`config.mk`:
```
export PLATFORM = sky130hd
export DESIGN_NAME = uart_tx_param
export DESIGN_NICKNAME = d
export VERILOG_FILES = /design/src/rtl/uart_tx_param.sv
export SDC_FILE = /design/constraint.sdc
export NUM_CORES = 1
export LEC_CHECK = 0
export ABC_AREA = 1
export ABC_CLOCK_PERIOD_IN_PS = 3800
export BUFFER_PORTS_ARGS = -buffer_cell sky130_fd_sc_hd__buf_2
export CAP_MARGIN = 10
export CORE_ASPECT_RATIO = 1.5
export CORE_MARGIN = 3
export CORE_UTILIZATION = 65
export DETAILED_ROUTE_END_ITERATION = 7
export PLACE_DENSITY = 0.84
export SETUP_SLACK_MARGIN = 0.02
export SLEW_MARGIN = 20
export SYNTH_ARGS = -nofsm -noshare
export SYNTH_HDL_FRONTEND = slang
export SYNTH_SLANG_ARGS = --single-unit
```
`constraint.sdc`:
```
create_clock -name quick_clk -period 3.8 [get_ports quick_clk]
set_input_delay 0.38 -clock quick_clk [delete_from_list [all_inputs] [get_ports quick_clk]]
set_output_delay 0.38 -clock quick_clk [all_outputs]
set_load 0.005 [all_outputs]
```
`src/rtl/uart_tx_param.sv`:
```
`default_nettype none
// ============================================================================
// Module   : uart_tx_param
// Purpose  : Parametrised UART transmitter with a small TX FIFO. Sends
//            DATA_BITS words LSB-first with start bit, optional parity and
//            1 or 2 stop bits; each bit lasts OVERSAMPLE quick_clk cycles.
// Revision : 1.0 - initial release
// ============================================================================
module uart_tx_param #(
  parameter int DATA_BITS  = 8,
  parameter int OVERSAMPLE = 16,
  parameter int PARITY     = 0,
  parameter int STOP_BITS  = 1,
  parameter int FIFO_DEPTH = 4
) (
  input  logic                          reset,
  input  logic                          quick_clk,
  input  logic [DATA_BITS-1:0]          tx_data,
  input  logic                          tx_en,
  output logic                          tx_ready,
  output logic                          tx_status,
  output logic [$clog2(FIFO_DEPTH):0]   fifo_count,
  output logic                          overflow,
  input  logic                          overflow_clr,
  output logic                          uart_tx
);

  localparam int c_CW = $clog2(OVERSAMPLE);
  localparam int c_PW = $clog2(FIFO_DEPTH);
  localparam int c_FW = c_PW + 1;

  localparam logic [c_CW-1:0] c_OS_LAST   = c_CW'(OVERSAMPLE - 1);
  localparam logic [c_CW-1:0] c_CNT_ONE   = c_CW'(1);
  localparam logic [3:0]      c_DATA_LAST = 4'(DATA_BITS - 1);
  localparam logic [3:0]      c_STOP_LAST = 4'(STOP_BITS - 1);
  localparam logic [c_FW-1:0] c_DEPTH     = c_FW'(FIFO_DEPTH);
  localparam logic [c_FW-1:0] c_FCNT_ONE  = c_FW'(1);
  localparam logic [c_PW-1:0] c_PTR_ONE   = c_PW'(1);
  localparam logic            c_ODD       = (PARITY == 1);

  localparam logic [2:0] S_IDLE  = 3'd0;
  localparam logic [2:0] S_START = 3'd1;
  localparam logic [2:0] S_DATA  = 3'd2;
  localparam logic [2:0] S_PAR   = 3'd3;
  localparam logic [2:0] S_STOP  = 3'd4;

  logic [2:0]           state_q, state_d;
  logic [c_CW-1:0]      cnt_q, cnt_d;
  logic [3:0]           bit_q, bit_d;
  logic [DATA_BITS-1:0] shift_q, shift_d;
  logic                 par_q, par_d;
  logic [c_PW-1:0]      wr_ptr_q, rd_ptr_q;
  logic [c_FW-1:0]      count_q, count_d;
  logic                 tx_q, tx_d;
  logic                 status_q, status_d;
  logic                 ready_q, ready_d;
  logic                 ovf_q, ovf_d;
  logic [DATA_BITS-1:0] mem_q [FIFO_DEPTH];

  logic                 w_push, w_drop, w_pop, w_has, w_bit_end, w_head_par;
  logic [DATA_BITS-1:0] w_head;

  // Full/empty decisions use the pre-edge count, so a same-cycle pop never makes room.
  assign w_push     = tx_en && (count_q != c_DEPTH);
  assign w_drop     = tx_en && (count_q == c_DEPTH);
  assign w_has      = (count_q != '0);
  assign w_head     = mem_q[rd_ptr_q];
  assign w_head_par = (^w_head) ^ c_ODD;
  assign w_bit_end  = (cnt_q == c_OS_LAST);

  assign uart_tx    = tx_q;
  assign tx_status  = status_q;
  assign tx_ready   = ready_q;
  assign overflow   = ovf_q;
  assign fifo_count = count_q;

  // FIFO storage: no reset needed, pointers define validity.
  always_ff @(posedge quick_clk) begin
    if (w_push) mem_q[wr_ptr_q] <= tx_data;
  end

  // State and datapath registers; reset aborts any frame and empties the FIFO.
  always_ff @(posedge quick_clk or negedge reset) begin
    if (!reset) begin
      state_q  <= S_IDLE;
      cnt_q    <= '0;
      bit_q    <= '0;
      shift_q  <= '0;
      par_q    <= 1'b0;
      wr_ptr_q <= '0;
      rd_ptr_q <= '0;
      count_q  <= '0;
      tx_q     <= 1'b1;
      status_q <= 1'b1;
      ready_q  <= 1'b1;
      ovf_q    <= 1'b0;
    end else begin
      state_q  <= state_d;
      cnt_q    <= cnt_d;
      bit_q    <= bit_d;
      shift_q  <= shift_d;
      par_q    <= par_d;
      if (w_push) wr_ptr_q <= wr_ptr_q + c_PTR_ONE;
      if (w_pop)  rd_ptr_q <= rd_ptr_q + c_PTR_ONE;
      count_q  <= count_d;
      tx_q     <= tx_d;
      status_q <= status_d;
      ready_q  <= ready_d;
      ovf_q    <= ovf_d;
    end
  end

  // Next-state: bit timing, bit sequencing and FIFO pops (back-to-back from STOP).
  always_comb begin
    state_d = state_q;
    cnt_d   = cnt_q + c_CNT_ONE;
    bit_d   = bit_q;
    shift_d = shift_q;
    par_d   = par_q;
    w_pop   = 1'b0;
    case (state_q)
      S_IDLE: begin
        cnt_d = '0;
        bit_d = '0;
        if (w_has) begin
          w_pop   = 1'b1;
          state_d = S_START;
          shift_d = w_head;
          par_d   = w_head_par;
        end
      end
      S_START: begin
        if (w_bit_end) begin
          state_d = S_DATA;
          cnt_d   = '0;
          bit_d   = '0;
        end
      end
      S_DATA: begin
        if (w_bit_end) begin
          cnt_d = '0;
          if (bit_q == c_DATA_LAST) begin
            bit_d   = '0;
            state_d = (PARITY != 0) ? S_PAR : S_STOP;
          end else begin
            bit_d   = bit_q + 4'd1;
            shift_d = shift_q >> 1;
          end
        end
      end
      S_PAR: begin
        if (w_bit_end) begin
          state_d = S_STOP;
          cnt_d   = '0;
          bit_d   = '0;
        end
      end
      S_STOP: begin
        if (w_bit_end) begin
          cnt_d = '0;
          if (bit_q == c_STOP_LAST) begin
            bit_d = '0;
            if (w_has) begin
              w_pop   = 1'b1;
              state_d = S_START;
              shift_d = w_head;
              par_d   = w_head_par;
            end else begin
              state_d = S_IDLE;
            end
          end else begin
            bit_d = bit_q + 4'd1;
          end
        end
      end
      default: begin
        state_d = S_IDLE;
        cnt_d   = '0;
        bit_d   = '0;
      end
    endcase
  end

  // Outputs: computed from next state so the line and flags are registered.
  always_comb begin
    count_d = count_q;
    case ({w_push, w_pop})
      2'b10:   count_d = count_q + c_FCNT_ONE;
      2'b01:   count_d = count_q - c_FCNT_ONE;
      default: count_d = count_q;
    endcase
    case (state_d)
      S_START: tx_d = 1'b0;
      S_DATA:  tx_d = shift_d[0];
      S_PAR:   tx_d = par_d;
      default: tx_d = 1'b1;
    endcase
    status_d = (state_d == S_IDLE) && (count_d == '0);
    ready_d  = (count_d != c_DEPTH);
    if (w_drop)            ovf_d = 1'b1;
    else if (overflow_clr) ovf_d = 1'b0;
    else                   ovf_d = ovf_q;
  end

endmodule
`default_nettype wire
```
==> impl_summary.md, run 1 <==
STA
Setup violations remaining at the end of the flow were counted as 0. The number of failing hold endpoints at the final stage is 0. Setup repair after global routing left no endpoint under its margin.

The final setup TNS is 0 ns. The slew at the pin closest to its max-slew limit is 0.8031 ns. Based on the critical path, the design can be clocked at up to 0.3646 GHz.

The clock skew after layout is 0.006390 ns. Measured against its own limit, the worst slew margin works out to 0.4626. The number of pins exceeding their max-slew limit in the final report was 0.

The time the final worst path needs with I/O delays and setup is 2.742 ns. The worst path meets setup with 1.058 ns of slack. Dividing the final minimum period by the clock period gives 0.7217.

Synthesis
The library cell with the largest summed area after synthesis is edfxtp_1. The average size of a mapped cell is 9.405 sq um. In the post-synthesis netlist, the biggest area contributors are edfxtp_1, dfrtp_1, nand2_1, nand2_2, inv_1.

Among all flip-flop cells after synthesis, the most frequent one is edfxtp_1. The number of unique standard cell types used by synthesis is 35. Counting every net in the synthesized netlist gives 373. The share of synthesized registers carrying an async set or reset is 0.4921. The post-synthesis instance area is 3311 sq um. After synthesis, the most frequently instantiated cells are nand2_1, inv_1, edfxtp_1, dfrtp_1, nand2_2. The number of instances in the synthesized netlist is 352. The most common cell in the synthesized netlist is nand2_1. The Yosys step of the flow raised 0 warnings. The flop and latch count out of synthesis is 63. Of the synthesized area, sequential elements account for 0.5257. Counting flops with a built-in enable in the synthesized netlist gives 32. The fraction of post-synthesis cell area in the top cell type by area is 0.2902.

Route
The routed wire length is 6171 um. The number of iterations in the first detailed-routing pass is 4. In the routed layout, each cell is associated on average with a via count of 5.318.

Summing over every cut layer, the via total after detailed routing is 2372. The detail route stage leaves a number of antenna-violating nets equal to 0. The iteration-0 DRC count of the detailed router is 93. The total DRC errors in the routed layout is 0. After detailed routing, the average wire length per cell comes to 13.84 um.

Placed design
The count of buffers added on input and output ports is 18. The HPWL after detailed placement is 4467 um. The post-placement setup slack is 1.087 ns. The final RePlAce weighted congestion is 0.8817.

Once placement finished, the instance area stood at 3407 sq um. In this run, placement finished with an instance count of 430.

Final layout
The summed area of non-filler cells in the final layout is 3596 sq um. From synthesis to final layout, the design area changed by 8.617%. The number of antenna diodes in the final layout is 0.

The net count of the finished layout is 396. The post-route non-filler standard cell count is 446. The layout has 348 filler cells. The share of post-route cells with drive strength above 1 is 0.2500. The fraction of the core area covered by cells at the end of the flow is 0.7358.

Clock tree
The number of instances resized during post-cts repair is 0. Clock latency on the worst-skew pair, taken at its later pin, is 0.33 ns. The master cell of the clock root buffer is clkbuf_8. The CTS buffer count is 9. The register clock-pin slew on the reported worst setup and hold paths is 0.06 ns.

TritonCTS built the clock tree. The longest clock path from root to sink contains 2 buffers. The level count of the clock H-tree is 3. The count of hold buffers inserted by post-cts repair is 0. The post-CTS setup buffer count is 0.

Clock tree synthesis found a total of 63 sinks.

Floorplan
The initial utilization of the core area, before any placement, comes to 0.6774. In this run the vertical extent of the chip is 93.41 um. Pin placement for this block handled 19 I/O pins.

The die covers 6003 sq um. The total area inside the core boundary comes to 4887 sq um. The floorplan die width is 64.27 um. The number of rows created at floorplan is 31.

Worst setup path
The number of buffers and inverters on the critical path is 4. The longest individual stage delay on the worst path is 0.38 ns. The startpoint of the worst-slack reg-to-reg timing path is cnt_q[0]. In this run the worst setup path begins at cnt_q[0]. STA classifies the critical path startpoint as a flip-flop. The critical path goes through ha_1 > nand3_1 > o21ai_2 > nand2_2 > inv_2 > nand2_4 > inv_2 > ha_1 > inv_1 > fa_1 > a21oi_1 > o21ai_0 > xor2_1 > inv_1 > nand2_1 > nor3_2.

The kind of critical path is reg2reg. The data arrival time of the critical path is 2.99 ns. In this run the worst path has a maximum fanout of 12.

The data required time of the worst path is 4.05 ns. Broken down by cell family, the worst path's largest delay share belongs to adder cells. On the critical path, the stage with the largest delay is an instance of dfrtp_1. STA classifies the critical path endpoint as a flip-flop.

Pwr
The power per standard cell area is 494.7 nW/um^2. The worst-case IR drop observed on VDD is 0.4515 mV. The static leakage is 1.696 nW.

Global route
For this run, the total global-route usage over all layers was measured as 0.2375. The total overflow left after global routing is 0. The number of global-route vias before repair is 2555. Entering global routing, the biggest net connects 32 pins.

The initial antenna violation count is 0. The first global-routing pass estimated 10670 um of wire.

Min path
In this run the worst hold path is classified as in2async.

Outcome
The run finished with clean final reports.

Run
The count of maximum capacitance violations is 0.
## per-layer routing
layer  track usage  up-vias  part of all wire
met5             0        -                 0
met4        0.1746        0             0.045
met3       0.04928       23             0.037
met2        0.4198       66              0.54
met1        0.2418     1112              0.38
li1              -     1171                 -
## kinds of logic after synthesis
family	synth area share
AO/OA/AOI/OAI	0.05215
AND/OR/NAND/NOR	0.2861
flip-flops	0.5257
buffers and inverters	0.08390
adder cells (fa/ha/maj)	0.03628
XOR/XNOR	0.01587
## cell usage in the layout (no fill, tap or decap), drive strengths merged, types with 2 or more instances in the layout
cell    Yosys  routed
ha          8       8
nand2     131     131
nand3      30      30
o211ai      7       7
o22ai       2       2
buf         7      19
edfxtp     32      32
nor2       19      19
clkinv      0       4
xor2        5       5
nand4       3       3
dfstp       3       3
o221ai      2       2
dfrtp      28      28
o21ai       9       9
inv        51      51
a21oi       5       5
nor3        3       3
clkbuf      0      11
or2         3       3
## worst paths after layout
| check | to | slack (ns) | cells after the start |
|---|---|---|---|
| worst max-delay path | tx_status | 1.06 | 16 |
| worst min-delay path | shift_q[5] | 0.09 | 1 |
| worst max register to register | tx_status | 1.06 | 16 |
| worst min register to register | shift_q[6] | 0.51 | 2 |
| max in group asynchronous | cnt_q[3] | 3.27 | 1 |
| min in group quick_clk | overflow | 0.24 | 2 |
## report_power, final
group	total, mW	leakage [nW]	internal, mW	switching (mW)
combinational	0.349	0.924	0.116	0.233
clock	0.545	0.0982	0.314	0.231
sequential	0.885	0.673	0.833	0.0517
## area by class of cell
type                            instances  area (sq um)  share of cell area
Clock buffer                           11         141.4             0.03932
Clock inverter                          5         47.55             0.01322
Timing Repair Buffer                   19         97.59             0.02714
Multi-Input combinational cell        231          1292              0.3594
Sequential cell                        63          1740              0.4840
Inverter                               51         193.9             0.05393
Tap cell                               66         82.58             0.02296
## stage by stage
step / hold WS, ns / total power, mW
after floorplan: 0.08441 / 1.134
after global placement: 0.4482 / 1.231
after detailed placement: 0.4543 / 1.248
after CTS: 0.08579 / 1.794
after global routing: 0.1173 / 1.880
final: 0.08559 / 1.779
## worst register-to-register path, delay by kind of cell (launching register included)
kind,cells,cell delay [ns]
AO/OA/AOI/OAI,3,0.50
XOR/XNOR,1,0.18
adder cells (fa/ha/maj),3,0.73
buffers and inverters,4,0.32
flip-flops,1,0.38
AND/OR/NAND/NOR,5,0.57
## state kept, by name, summed over array words and instances (netlist names)
name,cells
overflow,1
cnt_q,4
tx_ready,1
par_q,1
bit_q,4
state_q,3
shift_q,8
rd_ptr_q,2
fifo_count,3
mem_q,32
wr_ptr_q,2
tx_status,1
uart_tx,1
Note: power is estimated with default switching activity, not from simulation.
==> inputs of run 2 (changes only) <==
--- a/config.mk
+++ b/config.mk
@@ -6,14 +6,14 @@
 export NUM_CORES = 1
 export LEC_CHECK = 0
 export ABC_AREA = 1
-export ABC_CLOCK_PERIOD_IN_PS = 3800
+export ABC_CLOCK_PERIOD_IN_PS = 2650
 export BUFFER_PORTS_ARGS = -buffer_cell sky130_fd_sc_hd__buf_2
 export CAP_MARGIN = 10
 export CORE_ASPECT_RATIO = 1.5
 export CORE_MARGIN = 3
-export CORE_UTILIZATION = 65
+export CORE_UTILIZATION = 61
 export DETAILED_ROUTE_END_ITERATION = 7
-export PLACE_DENSITY = 0.84
+export PLACE_DENSITY = 0.8
 export SETUP_SLACK_MARGIN = 0.02
 export SLEW_MARGIN = 20
 export SYNTH_ARGS = -nofsm -noshare
==> constraint.sdc (replaced) <==
create_clock -name quick_clk -period 2.65 [get_ports quick_clk]
set_input_delay 0.265 -clock quick_clk [delete_from_list [all_inputs] [get_ports quick_clk]]
set_output_delay 0.265 -clock quick_clk [all_outputs]
set_load 0.005 [all_outputs]
==> run 2 against run 1 <==
Net effect: non-clock buffer count up 12; via count decreased by 2.0%; total power grew 46%; sequential power grew 42%; combinational power is 58% higher; critical endpoint unchanged; sequential share of layout area fell by 1.8 points; final cell count increased by 3.1%.
==> impl_summary.md, run 2 (synthesis results as in run 1) <==
Outcome
The flow ran to the end, and the final reports show no timing, DRC or antenna violations.

Floorplan
The area of the core region is 5205 sq um (+6.5%). The floorplan die width came to 66.15 um (+2.9%). The number of rows created at floorplan is 32 (+3.2%). The number of top-level pins is 19 (unchanged). The initial cell density of the core is 0.6361 (-0.04136). The die outline area was 6365 sq um (+6.0%). The height of the die is 96.23 um (+3.0%).

Pwr
The switching power share of the total is 0.2983 (+0.008248). The static leakage is 1.746 nW (+3.0%). The total internal power is 1.820 mW (+44%).

The clock network power share is 0.301 (-0.005). The reported net switching power came to 0.7738 mW (+50%). The maximum vdd drop is 0.7964 mV (+76%). The relative contribution of combinational cells to total power is 0.212 (+0.016). The register share of total power is 0.487 (-0.010).

The overall power came to 2.594 mW (+46%). The power per standard cell area was 694.7 nW/um^2 (+40%).

Run
The count of maximum capacitance violations is 0 (unchanged).

Clock tree
The register clock-pin slew on the reported worst setup and hold paths is 0.07 ns (about the same). The CTS tree is yes. CTS placed an instance of clkbuf_8 at the clock tree root.

The level count of the clock H-tree is 3 (unchanged). The CTS sink count is 63 (unchanged). The largest buffer count on any clock path is 2 (unchanged).

The later-pin clock latency in the skew report was 0.34 ns (about the same). The CTS buffer count is 9 (unchanged).

Global route
The total overflow reported by the global router is 0 (unchanged). The total track usage is 0.2037 (-0.03376). The global-route wire length before repair was 9501 um (-11%).

The number of global-route vias before repair is 2232 (-13%). The initial antenna violation count is 0 (unchanged). The largest net degree at the start of global routing is 32 (unchanged).

Route
The number of vias per cell is 5.052 (-5.0%). The average wire per standard cell is 12.73 um (-8.0%). The iteration-0 DRC count of the detailed router is 75 (-19%). The number of iterations in the first detailed-routing pass is 5 (+1). The number of nets with antenna violations after detailed routing came to 0 (unchanged). The total DRC errors in the routed layout came to 0 (unchanged). The routed wire length is 5858 um (-5.1%). The via total after detailed routing came to 2324 (-2.0%).

Worst setup path
The longest individual stage delay on the worst path was 0.42 ns (+0.04 ns). The kind of critical path is reg2reg. STA classifies the critical path startpoint as a flip-flop. The data arrival time of the critical path came to 2.88 ns (-0.11 ns). The signal on the critical path passes through inv_2 > ha_4 > nand3_2 > o21ai_2 > nand2_2 > inv_2 > nand2_4 > inv_4 > ha_4 > inv_2 > fa_2 > a21oi_2 > o21ai_1 > xor2_1 > inv_1 > nand2_1 > nor3_2.

The cell repeated most along the worst path is inv_2. The sort of element at the end of the critical path is a flip-flop. The data required time of the worst path is 2.92 ns (-1.13 ns).

The maximum net fanout on the critical path is 4 (-8). The highest-delay cell along the critical path is dfrtp_1.

Final layout
The library cell used most frequently in the layout, excluding fill and tap cells, is nand2_1. The number of inserted filler cells in the final layout is 423 (+22%). The storage element area was 1740 sq um (unchanged). The multi-input logic area is 1334 sq um (+3.2%). The area growth from synthesis to layout is 12.77%. The share of post-route cells with drive strength above 1 is 0.2985 (+0.04847). The register name with the most flops is mem_q. The number of diodes added for antenna fixing was 0 (unchanged). The number of nets in the layout is 408 (+3.0%).

The library cells used most frequently in the layout, excluding fill and tap cells, are nand2_1, inv_1, edfxtp_1, dfrtp_1, nand2_2. The largest registers in the layout are mem_q: 32 flops, shift_q: 8 flops. The number of flip-flops in the largest register came to 32 (unchanged).

STA
The time the final worst path needs with I/O delays and setup is 2.610 ns (-0.1329 ns). The slew at the pin closest to its max-slew limit is 0.6684 ns (-0.1347 ns). The final critical-path share of the clock period is 0.9847 (+0.2630). The timing-limited maximum frequency was 0.3832 GHz (+5.1%).

The number of pins exceeding their max-slew limit in the final report came to 0 (unchanged). The number of failing hold endpoints at the final stage was 0 (unchanged). The worst slew slack as a fraction of its limit is 0.5544 (+0.09179). The clock skew after layout was 0.008081 ns (+0.001692 ns).

The setup-violating endpoint count in the final report was 0 (unchanged). The final setup TNS is 0 ns (unchanged). The final hold slack is 0.1109 ns (+0.02535 ns).

Placed design
The final RePlAce weighted congestion is 0.7921 (-10%). The HPWL reported at the end of detailed placement is 4312 um (-3.5%). The number of port buffers is 18 (unchanged).

Min path
The worst hold path belongs to the class in2reg.
run 2: changes by cell type in the layout (fill, tap and decap cells not counted), sizes merged:
cell / change
clkinvlp: +2
clkbuf: -2
dlygate4sd3: +1
buf: +11
run 2: timing repair:
action,CTS,global route
hold buffers,1,0
endpoints found under the hold margin,28,0
setup buffers,0,4
gates resized for setup,0,13
setup endpoints to repair,0,2
run 2: worst max-delay path: cells and delay by family (launching register included):
family	cells	cell delay, ns
DFF	1	0.42
and+or+nand+nor	5	0.48
buffers and inverters	5	0.37
AOI/OAI and AO/OA	3	0.43
adders and majority gates	3	0.63
xor gates and xnor gates	1	0.20
run 2: layout make-up:
class | count | area share
flip-flops and latches | 63 | 0.4662
multi-input cells | 231 | 0.3572
inverters | 51 | 0.05261
repair buffers | 31 | 0.05094
clock buffers | 9 | 0.03318
well taps | 68 | 0.02279
clock inverters | 7 | 0.01709
run 2: stage by stage:
step / instance area, sq um / std cells / setup WS [ns] / util
detailed placement: 3462 / 439 / 0.07534 / 0.6651
global route: 3734 / 460 / -0.05603 / 0.7173
global placement: 3462 / 439 / 0.1843 / 0.6651
floorplan: 3311 / 352 / 0.2803 / -
CTS: 3660 / 456 / 0.04635 / 0.7031
finish: 3734 / 460 / 0.04046 / 0.7173
run 2: final timing paths:
check	slack [ns]	startpoint	depth (start not counted)	to
worst min register to register	0.51	shift_q[1]	2	shift_q[1]
worst max register to register	0.04	bit_q[0]	17	tx_status
max in group asynchronous	1.72	reset	2	shift_q[5]
min in group asynchronous	0.49	reset	2	bit_q[1]
worst max-delay path	0.04	bit_q[0]	17	tx_status
worst min-delay path	0.11	overflow_clr	2	overflow
run 2: power by group through the flow:
stage          Combinational [mW]  Sequential [mW]  Clock (mW)
6_report                    0.551             1.26       0.781
5_1_grt                     0.621             1.27       0.842
4_1_cts                     0.531             1.26       0.801
3_5_place_dp                0.529             1.28           0
3_3_place_gp                0.508             1.28           0
2_1_floorplan               0.350             1.28           0
run 2: per-layer routing:
metal / GRT usage / vias to the layer above / wire, um
met5: 0 / - / 0
met4: 0.1102 / 0 / 120
met3: 0.04556 / 11 / 158
met1: 0.2124 / 1087 / 2288
li1: - / 1195 / -
met2: 0.3712 / 31 / 3290
